**src/rtl/fwd_hazard_unit.sv**
```systemverilog
// -----------------------------------------------------------------------------
// fwd_hazard_unit
//
// Forwarding and hazard unit for the 5-stage pipeline. It sits beside the
// ID/EX register. It produces:
//   - per-operand EX forwarding selects, with MEM taking priority over WB,
//   - the load-use, multi-cycle RAW/WAW and structural stalls,
//   - tracking of one outstanding multi-cycle (mul/div) operation.
//
// Parameters
//   NUM_SRC  source operands per instruction (1..3)
//   REG_W    register address width
//   MC_LAT   multi-cycle unit latency in cycles (>= 2)
//
// Ports
//   clk, reset_n          clock and synchronous active-low reset
//   id_rs, id_rs_used     ID source addresses (operand i at [i*REG_W +: REG_W])
//                         and per-operand "actually read" flags
//   id_rd, id_reg_write   ID destination and its write enable
//   id_is_mc              ID instruction is a multi-cycle op
//   ex_rs                 EX source addresses, packed like id_rs
//   ex_rd/mem_rd/wb_rd    destinations in EX, MEM and WB
//   *_reg_write           matching write enables
//   ex_mem_read           EX instruction is a load
//   mc_start              multi-cycle op issued from EX this cycle
//   fwd_sel               2 bits per operand: 00 regfile, 01 WB, 10 MEM
//   stall, bubble         hold PC/IF-ID and insert an ID/EX NOP (identical)
//   mc_busy, mc_done      op outstanding; pulse in its last busy cycle
//   mc_rd_q               destination of the outstanding op
//   stall_count           saturating stall-cycle counter
//
// Build option
//   FWD_STALL_CNT_EN      when defined, stall_count counts stall cycles;
//                         otherwise it is tied to zero.
// -----------------------------------------------------------------------------
module fwd_hazard_unit #(
   parameter int NUM_SRC = 2,
   parameter int REG_W   = 5,
   parameter int MC_LAT  = 4
) (
   input  logic                       clk,
   input  logic                       reset_n,
   input  logic [NUM_SRC*REG_W-1:0]   id_rs,
   input  logic [NUM_SRC-1:0]         id_rs_used,
   input  logic [REG_W-1:0]           id_rd,
   input  logic                       id_reg_write,
   input  logic                       id_is_mc,
   input  logic [NUM_SRC*REG_W-1:0]   ex_rs,
   input  logic [REG_W-1:0]           ex_rd,
   input  logic [REG_W-1:0]           mem_rd,
   input  logic [REG_W-1:0]           wb_rd,
   input  logic                       ex_reg_write,
   input  logic                       mem_reg_write,
   input  logic                       wb_reg_write,
   input  logic                       ex_mem_read,
   input  logic                       mc_start,
   output logic [NUM_SRC*2-1:0]       fwd_sel,
   output logic                       stall,
   output logic                       bubble,
   output logic                       mc_busy,
   output logic                       mc_done,
   output logic [REG_W-1:0]           mc_rd_q,
   output logic [31:0]                stall_count
);

   localparam int               CNT_W    = $clog2(MC_LAT);
   localparam logic [CNT_W-1:0] CNT_INIT = CNT_W'(MC_LAT - 1);
   localparam logic [CNT_W-1:0] CNT_ONE  = CNT_W'(1);

   typedef enum logic {ST_IDLE, ST_BUSY} mc_state_t;

   mc_state_t        state;
   logic [CNT_W-1:0] cnt;

   logic lu_match;
   logic mc_raw_match;
   logic load_use_haz;
   logic mc_haz;
   logic struct_haz;

   // ---------------------------------------------------------------------------
   // EX forwarding: each operand compares only its own address; x0 never
   // forwards. MEM holds the younger value, so it wins over WB.
   // ---------------------------------------------------------------------------
   always_comb begin
      // NOTE: default every output first so no path leaves it unassigned and infers a latch.
      fwd_sel = '0;
      for (int i = 0; i < NUM_SRC; i++) begin
         if (ex_rs[i*REG_W +: REG_W] != '0) begin
            if (mem_reg_write && ex_rs[i*REG_W +: REG_W] == mem_rd)
               fwd_sel[i*2 +: 2] = 2'b10;
            else if (wb_reg_write && ex_rs[i*REG_W +: REG_W] == wb_rd)
               fwd_sel[i*2 +: 2] = 2'b01;
         end
      end
   end

   // ---------------------------------------------------------------------------
   // Hazard detection. Only operands the ID instruction really reads count.
   // The MC hazard stays up through the mc_done cycle, because the result is
   // written to the regfile only at the end of that cycle.
   // ---------------------------------------------------------------------------
   always_comb begin
      lu_match     = 1'b0;
      mc_raw_match = 1'b0;
      for (int i = 0; i < NUM_SRC; i++) begin
         if (id_rs_used[i] && id_rs[i*REG_W +: REG_W] == ex_rd)
            lu_match = 1'b1;
         if (id_rs_used[i] && id_rs[i*REG_W +: REG_W] == mc_rd_q)
            mc_raw_match = 1'b1;
      end
      load_use_haz = ex_mem_read && ex_reg_write && (ex_rd != '0) && lu_match;
      mc_haz       = mc_busy && (mc_rd_q != '0) &&
                     (mc_raw_match || (id_reg_write && id_rd == mc_rd_q));
      struct_haz   = id_is_mc && mc_busy;
   end

   // The stall is suppressed while reset is asserted.
   assign stall  = reset_n && (load_use_haz || mc_haz || struct_haz);
   assign bubble = stall;

   // ---------------------------------------------------------------------------
   // Multi-cycle tracker. mc_done is registered: it rises when cnt steps to 0.
   // A start request while BUSY, including the mc_done cycle, is ignored.
   // ---------------------------------------------------------------------------
   always_ff @(posedge clk) begin
      // NOTE: sequential state uses non-blocking assignments so every register samples pre-edge values.
      if (!reset_n) begin
         state   <= ST_IDLE;
         cnt     <= '0;
         mc_done <= 1'b0;
         mc_rd_q <= '0;
      end else begin
         case (state)
            ST_IDLE: begin
               mc_done <= 1'b0;
               if (mc_start) begin
                  state   <= ST_BUSY;
                  cnt     <= CNT_INIT;
                  mc_rd_q <= ex_rd;
               end
            end
            ST_BUSY: begin
               if (cnt == '0) begin
                  state   <= ST_IDLE;
                  mc_done <= 1'b0;
               end else begin
                  cnt     <= cnt - CNT_ONE;
                  mc_done <= (cnt == CNT_ONE);
               end
            end
            default: begin
               state   <= ST_IDLE;
               mc_done <= 1'b0;
            end
         endcase
      end
   end

   assign mc_busy = (state == ST_BUSY);

   // ---------------------------------------------------------------------------
   // Stall-cycle counter, saturating at all ones.
   // ---------------------------------------------------------------------------
`ifdef FWD_STALL_CNT_EN
   always_ff @(posedge clk) begin
      if (!reset_n)
         stall_count <= '0;
      else if (stall && stall_count != 32'hFFFF_FFFF)
         stall_count <= stall_count + 32'd1;
   end
`else
   assign stall_count = '0;
`endif

endmodule

```
**config.mk**
```make
export PLATFORM = sky130hd
export DESIGN_NAME = fwd_hazard_unit
export DESIGN_NICKNAME = d
export VERILOG_FILES = /design/src/rtl/fwd_hazard_unit.sv
export SDC_FILE = /design/constraint.sdc
export NUM_CORES = 1
export LEC_CHECK = 0
export CORE_ASPECT_RATIO = 0.7
export CORE_UTILIZATION = 34
export CTS_CLUSTER_DIAMETER = 120
export DETAILED_ROUTE_END_ITERATION = 6
export PLACE_DENSITY = 0.93
export SLEW_MARGIN = 5
export SYNTH_ARGS = -nofsm -noshare
export SYNTH_HDL_FRONTEND = slang
export SYNTH_SLANG_ARGS = --single-unit
```
**constraint.sdc**
```tcl
create_clock -name clk -period 2.1 [get_ports clk]
set_clock_uncertainty 0.05 [all_clocks]
set_input_delay 0.42 -clock clk [delete_from_list [all_inputs] [get_ports clk]]
set_output_delay 0.42 -clock clk [all_outputs]
set_load 0.01 [all_outputs]
```
* Word level (Yosys, flattened, before mapping)
Index checks and enable logic that the tools add are counted.
** Storage, ports and cells
- Logic and storage cells :: 62
- Bits in registers :: 9
- Bits in writable memories :: 0
- Output and inout bits :: 45
- Memory bits (read-only) :: 0
- Latch bits :: 0
- Bits of input ports :: 51
- Memories kept :: 0
** Cells by class
- Mux-type cells :: 18
- Div/mod/pow operators :: 0
- Bitwise logic cells :: 1
- Magnitude comparators :: 0
- Reductions and logical operators :: 26
- $add $sub $neg :: 1
- Equal/unequal tests :: 12
- $mul :: 0
- Shift operators :: 0
** Operator list (number)
- 5-bit == test :: 9
- 5-bit nonzero test :: 4
- 1-bit logical AND :: 16
- 2-bit two-way mux :: 6
- 1-bit two-way mux :: 9
- 2-bit != test (second input constant) :: 2
- 1-bit one-hot mux with 2 select lines :: 2
- 2-bit one-hot mux with 2 select lines :: 1
- 2-bit AND reduction :: 2
- 1-bit logical OR :: 3
- 2-bit by 1-bit == test with 1-bit output (second input constant) :: 1
- 2-bit logical NOT :: 1
- 2-bit by 1-bit subtractor with 2-bit output (second input constant) :: 1
- 1-bit inverter :: 1

* Longest topological paths before layout
- Depth in word-level cells :: 9
- Gate-level depth with buffers :: 7
- Gate-level depth less buffers :: 5

* Worst setup path after synthesis
OpenSTA, ideal clock, no wires.
- Path type :: register to output
- Start :: register mc_rd_q[1]
- End :: output port stall
- Cell stages (with the launch flop) :: 8
- Data arrival time :: 1490 ps
- Required time :: 1630 ps
- Path buffers :: 2
- Path slack :: 140 ps
- Cells stage by stage :: dfxtp_1 > buf_6 > xor2_1 > nor4_1 > nand3_1 > and3_1 > o221ai_2 > buf_4
** On the way
- Cells in the longest elaborated chain, start to end :: 9
- Elaborated cells between the ends (all ways) :: 15
- Classes of those cells :: 3 x eq/ne; 2 x mux; 10 x reduce/logical
** RTL lines
- start, declared :: line 62 : output logic [REG_W-1:0] mc_rd_q,
- start signal, assigned :: line 140 : mc_rd_q <= ex_rd;
- 5-bit == test :: line 109 : if (id_rs_used[i] && id_rs[i*REG_W +: REG_W] == mc_rd_q)
- 1-bit logical AND :: line 109
- 1-bit two-way mux (2 in a row) :: line 109
- 1-bit logical OR :: line 114 : (mc_raw_match || (id_reg_write && id_rd == mc_rd_q));
- 1-bit logical AND * :: line 113 : mc_haz = mc_busy && (mc_rd_q != '0) &&
- 1-bit logical OR * (2 in a row) :: line 119 : assign stall = reset_n && (load_use_haz || mc_haz || struct_haz);
- 1-bit logical AND * :: line 119
- end, declared :: line 58 : output logic stall,
Every way passes the cells marked *; elsewhere a longest branch is shown, timed or not.

* Worst setup path after layout
- Start :: register mc_rd_q[2]
- End :: output port bubble
** On the way
- Cells in the longest elaborated chain, start to end :: 9
- Elaborated cells between the ends (all ways) :: 15
- Classes of those cells :: 3 x eq/ne; 2 x mux; 10 x reduce/logical
** RTL lines
- 5-bit == test :: line 109
- 1-bit logical AND :: line 109
- 1-bit two-way mux (2 in a row) :: line 109
- 1-bit logical OR :: line 114
- 1-bit logical AND * :: line 113
- 1-bit logical OR * (2 in a row) :: line 119
- 1-bit logical AND * :: line 119
- end, declared :: line 59 : output logic bubble,
Marks and branches as above.

==> summary by stage <==
Run status
The flow ran to the end, but the final reports show violations. The checks that failed: negative setup slack.

Logic synthesis
The synthesized netlist contains 29 unique library cells. The fraction of synthesized cell area in xor and xnor cells is 31.46%. The post-synthesis cell type with the largest combined area is sky130_fd_sc_hd__xor2_1. In this run, synthesis inferred 0 flip-flops with an integrated enable. The flip-flop and latch count after synthesis is 9. The number of standard cells after synthesis is 148.

The combined area of all synthesized cells is 1225 µm². The warning count from the yosys run is 0. Of the post-synthesis cell area, the dominant cell type holds 22.17%. Ranked by total cell area, the synthesized netlist is headed by sky130_fd_sc_hd__xor2_1 22%, sky130_fd_sc_hd__buf_4 20%, sky130_fd_sc_hd__dfxtp_1 15%, sky130_fd_sc_hd__xnor2_1 9.3%, sky130_fd_sc_hd__mux2i_1 4.1%.

The fraction of the mapped netlist area in simple logic gates is 19.00%. The fraction of the mapped netlist area in compound gates is 5.720%. Of all flip-flops after synthesis, the portion carrying an async set or reset was 0%.

The synthesized area per cell is 8.277 µm². The mux share of post-synthesis cell area is 4.086%. The dominant combinational cell family by area after synthesis is XOR/XNOR gates. In the synthesized netlist the dominant register cell turns out to be sky130_fd_sc_hd__dfxtp_1. Of the total synthesized cell area, the portion taken by full adders, half adders and majority gates is 2.043%. Summing the sequential cell areas from Yosys gives 14.71% of the chip area.

Critical path
The count of buffer and inverter cells on the critical path is 2. Among cell families on the critical path, the largest total delay comes from simple AND/OR/NAND/NOR gates. The type of element launching the critical path is a register. The worst-path maximum fanout is 4. The critical path goes through buf_6 -> xor2_1 -> nor4_1 -> nand3_1 -> and3_4 -> o221ai_2 -> buf_2.

The largest single stage delay on the critical path is 0.33 ns. The critical path class is reg2out. The worst setup path is captured at a primary output. On the critical path, the stage with the largest delay is an instance of sky130_fd_sc_hd__dfxtp_2. The critical path data arrival time is 1.81 ns. STA puts the critical path data required time at 1.63 ns.

Floorplan
The area inside the core boundary is 3297 µm². The die area is 3851 µm². The standard-cell row count is 17. 96 I/O pins were placed. The effective utilization at floorplan is 37.15%.

The floorplan step set the die width to 73.74 µm. The die span in y is 52.22 µm.

Min path
The worst hold path class is reg2reg.

Clock tree
The buffer depth of the longest clock path is 2. The tree is rooted in a sky130_fd_sc_hd__clkbuf_8. The register clock-pin slew on the reported worst setup and hold paths is 0.05 ns. The sink count of the clock tree is 9. The count of H-tree levels built during CTS is 1.

The TritonCTS clock tree is built. TritonCTS created 3 clock buffers. The clock latency at the later pin of the worst-skew pair is 0.23 ns.

GRT
Global routing finished with a remaining overflow of 0. The number of antenna violations at the first check in global routing is 0. Global routing used 18.91% of the available tracks. The global-route wire length before repair is 5464 µm. The pin count of the biggest net entering global routing is 10.

The via count of the first global-routing pass was 1173.

Routing
The total length of routed wires is 3660 µm. The first detailed-routing pass ran for 4 iterations. After the first detailed-routing iteration, the DRC count stood at 40. The number of remaining DRC errors is 0.

After detailed routing, the number of vias per cell comes to 4.404. The average wire length per cell after detail routing is 12.84 µm. The routed layout has 1255 vias.

The residual antenna-violating net count after detailed routing is 0.

Timing
Based on the critical path, the design can be clocked at up to 438.6 MHz. The number of hold violations in the final report is 0. The fraction of the cycle the final worst path needs is 108.6%. Setup repair after global routing could not meet its margin everywhere.

Counting I/O delays and the setup requirement, the final critical path takes 2.280 ns. The count of pins over their slew limit was 0. After layout, the worst setup slack is -0.1800 ns. Setup violations remaining at the end of the flow were counted as 2. The final hold slack is 0.4488 ns.

Final layout
The post-route netlist has 25.63% of its cells at a drive strength greater than 1. The total inserted antenna cells is 0. The count of cells in the finished layout, fillers not included, comes to 285. The number of nets in the final layout is 292. The library cell used most frequently in the layout, excluding fill and tap cells, is sky130_fd_sc_hd__conb_1. The area growth from synthesis to layout is 67.21%. In the layout the commonest cells are 32 x sky130_fd_sc_hd__conb_1, 30 x sky130_fd_sc_hd__xor2_1, 23 x sky130_fd_sc_hd__buf_4, 21 x sky130_fd_sc_hd__dlygate4sd2_1, 18 x sky130_fd_sc_hd__clkdlybuf4s50_1.

Power
The maximum ir drop on the vdd rail is 592.7 µV. In this run the static leakage power is 0.9963 nW. For this design the ratio of total power to cell area is 367.5 nW/µm².

Placement
The count of buffers added on input and output ports is 63. The post-placement cell count is 277. The congestion estimate from routability-driven global placement came to 0.8620. The detailed-placement wirelength estimate is 3047 µm.

Job
Across the run, the number of max-cap violations was 0.
## final timing paths
check / from / cells past startpoint / slack, ns / endpoint
worst max-delay path: mc_rd_q[2] / 7 / -0.18 / bubble
worst min register to register: cnt[1] / 1 / 0.45 / cnt[1]
worst min-delay path: cnt[1] / 1 / 0.45 / cnt[1]
worst max register to register: cnt[0] / 5 / 0.85 / cnt[1]
## logic make-up (layout without fill, tap and decap cells)
kind of cell	count (synthesis)	count (layout)
xor gates and xnor gates	44	44
and+or+nand+nor	40	40
buffers and inverters	39	98
DFF	9	9
AOI/OAI and AO/OA	8	8
muxes	5	5
adders and majority gates	2	2
other	1	32
## cell type report
class / instances / area, µm²
fill: 281 / 1249
inverter: 3 / 11.26
clock buffer: 4 / 45.04
sequential: 9 / 183.9
tap: 47 / 58.81
multi-input combinational: 131 / 953.4
timing repair buffer: 91 / 795.8
## routing by layer
layer	up-vias	routed length, µm	track usage [%]
met3	6	171	3.462
met5	-	0	0
met4	0	22	2.564
met1	581	1645	24.68
met2	48	1821	33.18
li1	620	-	-
## synthesized netlist by cell type, types with 2 or more instances
| cell type | count |
|---|---|
| sky130_fd_sc_hd__nor3_1 | 3 |
| sky130_fd_sc_hd__nor2b_1 | 7 |
| sky130_fd_sc_hd__and3_1 | 4 |
| sky130_fd_sc_hd__ha_1 | 2 |
| sky130_fd_sc_hd__xor2_1 | 31 |
| sky130_fd_sc_hd__nor2_1 | 2 |
| sky130_fd_sc_hd__buf_4 | 33 |
| sky130_fd_sc_hd__clkbuf_1 | 2 |
| sky130_fd_sc_hd__nand3_1 | 6 |
| sky130_fd_sc_hd__or4_1 | 3 |
| sky130_fd_sc_hd__nor4_1 | 8 |
| sky130_fd_sc_hd__xnor2_1 | 13 |
| sky130_fd_sc_hd__mux2i_1 | 5 |
| sky130_fd_sc_hd__dfxtp_1 | 9 |
| sky130_fd_sc_hd__nand2_1 | 3 |
| sky130_fd_sc_hd__inv_1 | 3 |
| sky130_fd_sc_hd__o211a_1 | 2 |
## power breakdown
group          switching, mW  internal (mW)
Combinational          0.162          0.189
Clock                 0.0686          0.132
Sequential            0.0153          0.185
## through the flow
step	cell area, µm²	worst slack (ns)	setup TNS, ns	util [%]	power [mW]
after floorplan	1341	0.1398	0	-	0.3928
after global placement	1957	-0.8039	-3.864	59.35	0.5449
after detailed placement	1957	-0.8578	-4.014	59.35	0.5536
after CTS	2029	-0.1125	-0.2179	61.56	0.7501
after global routing	2048	-0.3344	-0.6884	62.13	0.8018
final	2048	-0.1800	-0.3498	62.13	0.7527
## worst reg2reg max path, stage by stage, from the launching register on
cell	delay (ns)
sky130_fd_sc_hd__dfxtp_1	0.33
sky130_fd_sc_hd__inv_1	0.06
sky130_fd_sc_hd__ha_1	0.14
sky130_fd_sc_hd__nor2b_1	0.06
sky130_fd_sc_hd__or2_2	0.30
sky130_fd_sc_hd__o211a_1	0.21
## state kept, by name, indices dropped and copies added, names as in the netlist
name     count
mc_rd_q      5
cnt          2
mc_busy      1
mc_done      1
## repair_timing
| action | CTS | global route |
|---|---|---|
| setup endpoints to repair | 6 | 6 |
| resized for setup | 89 | 20 |
| hold buffers | 0 | 0 |
| pin swaps | 23 | 12 |
| gates cloned | 0 | 0 |
| setup buffers | 3 | 1 |
(Power assumes the default switching activity.)
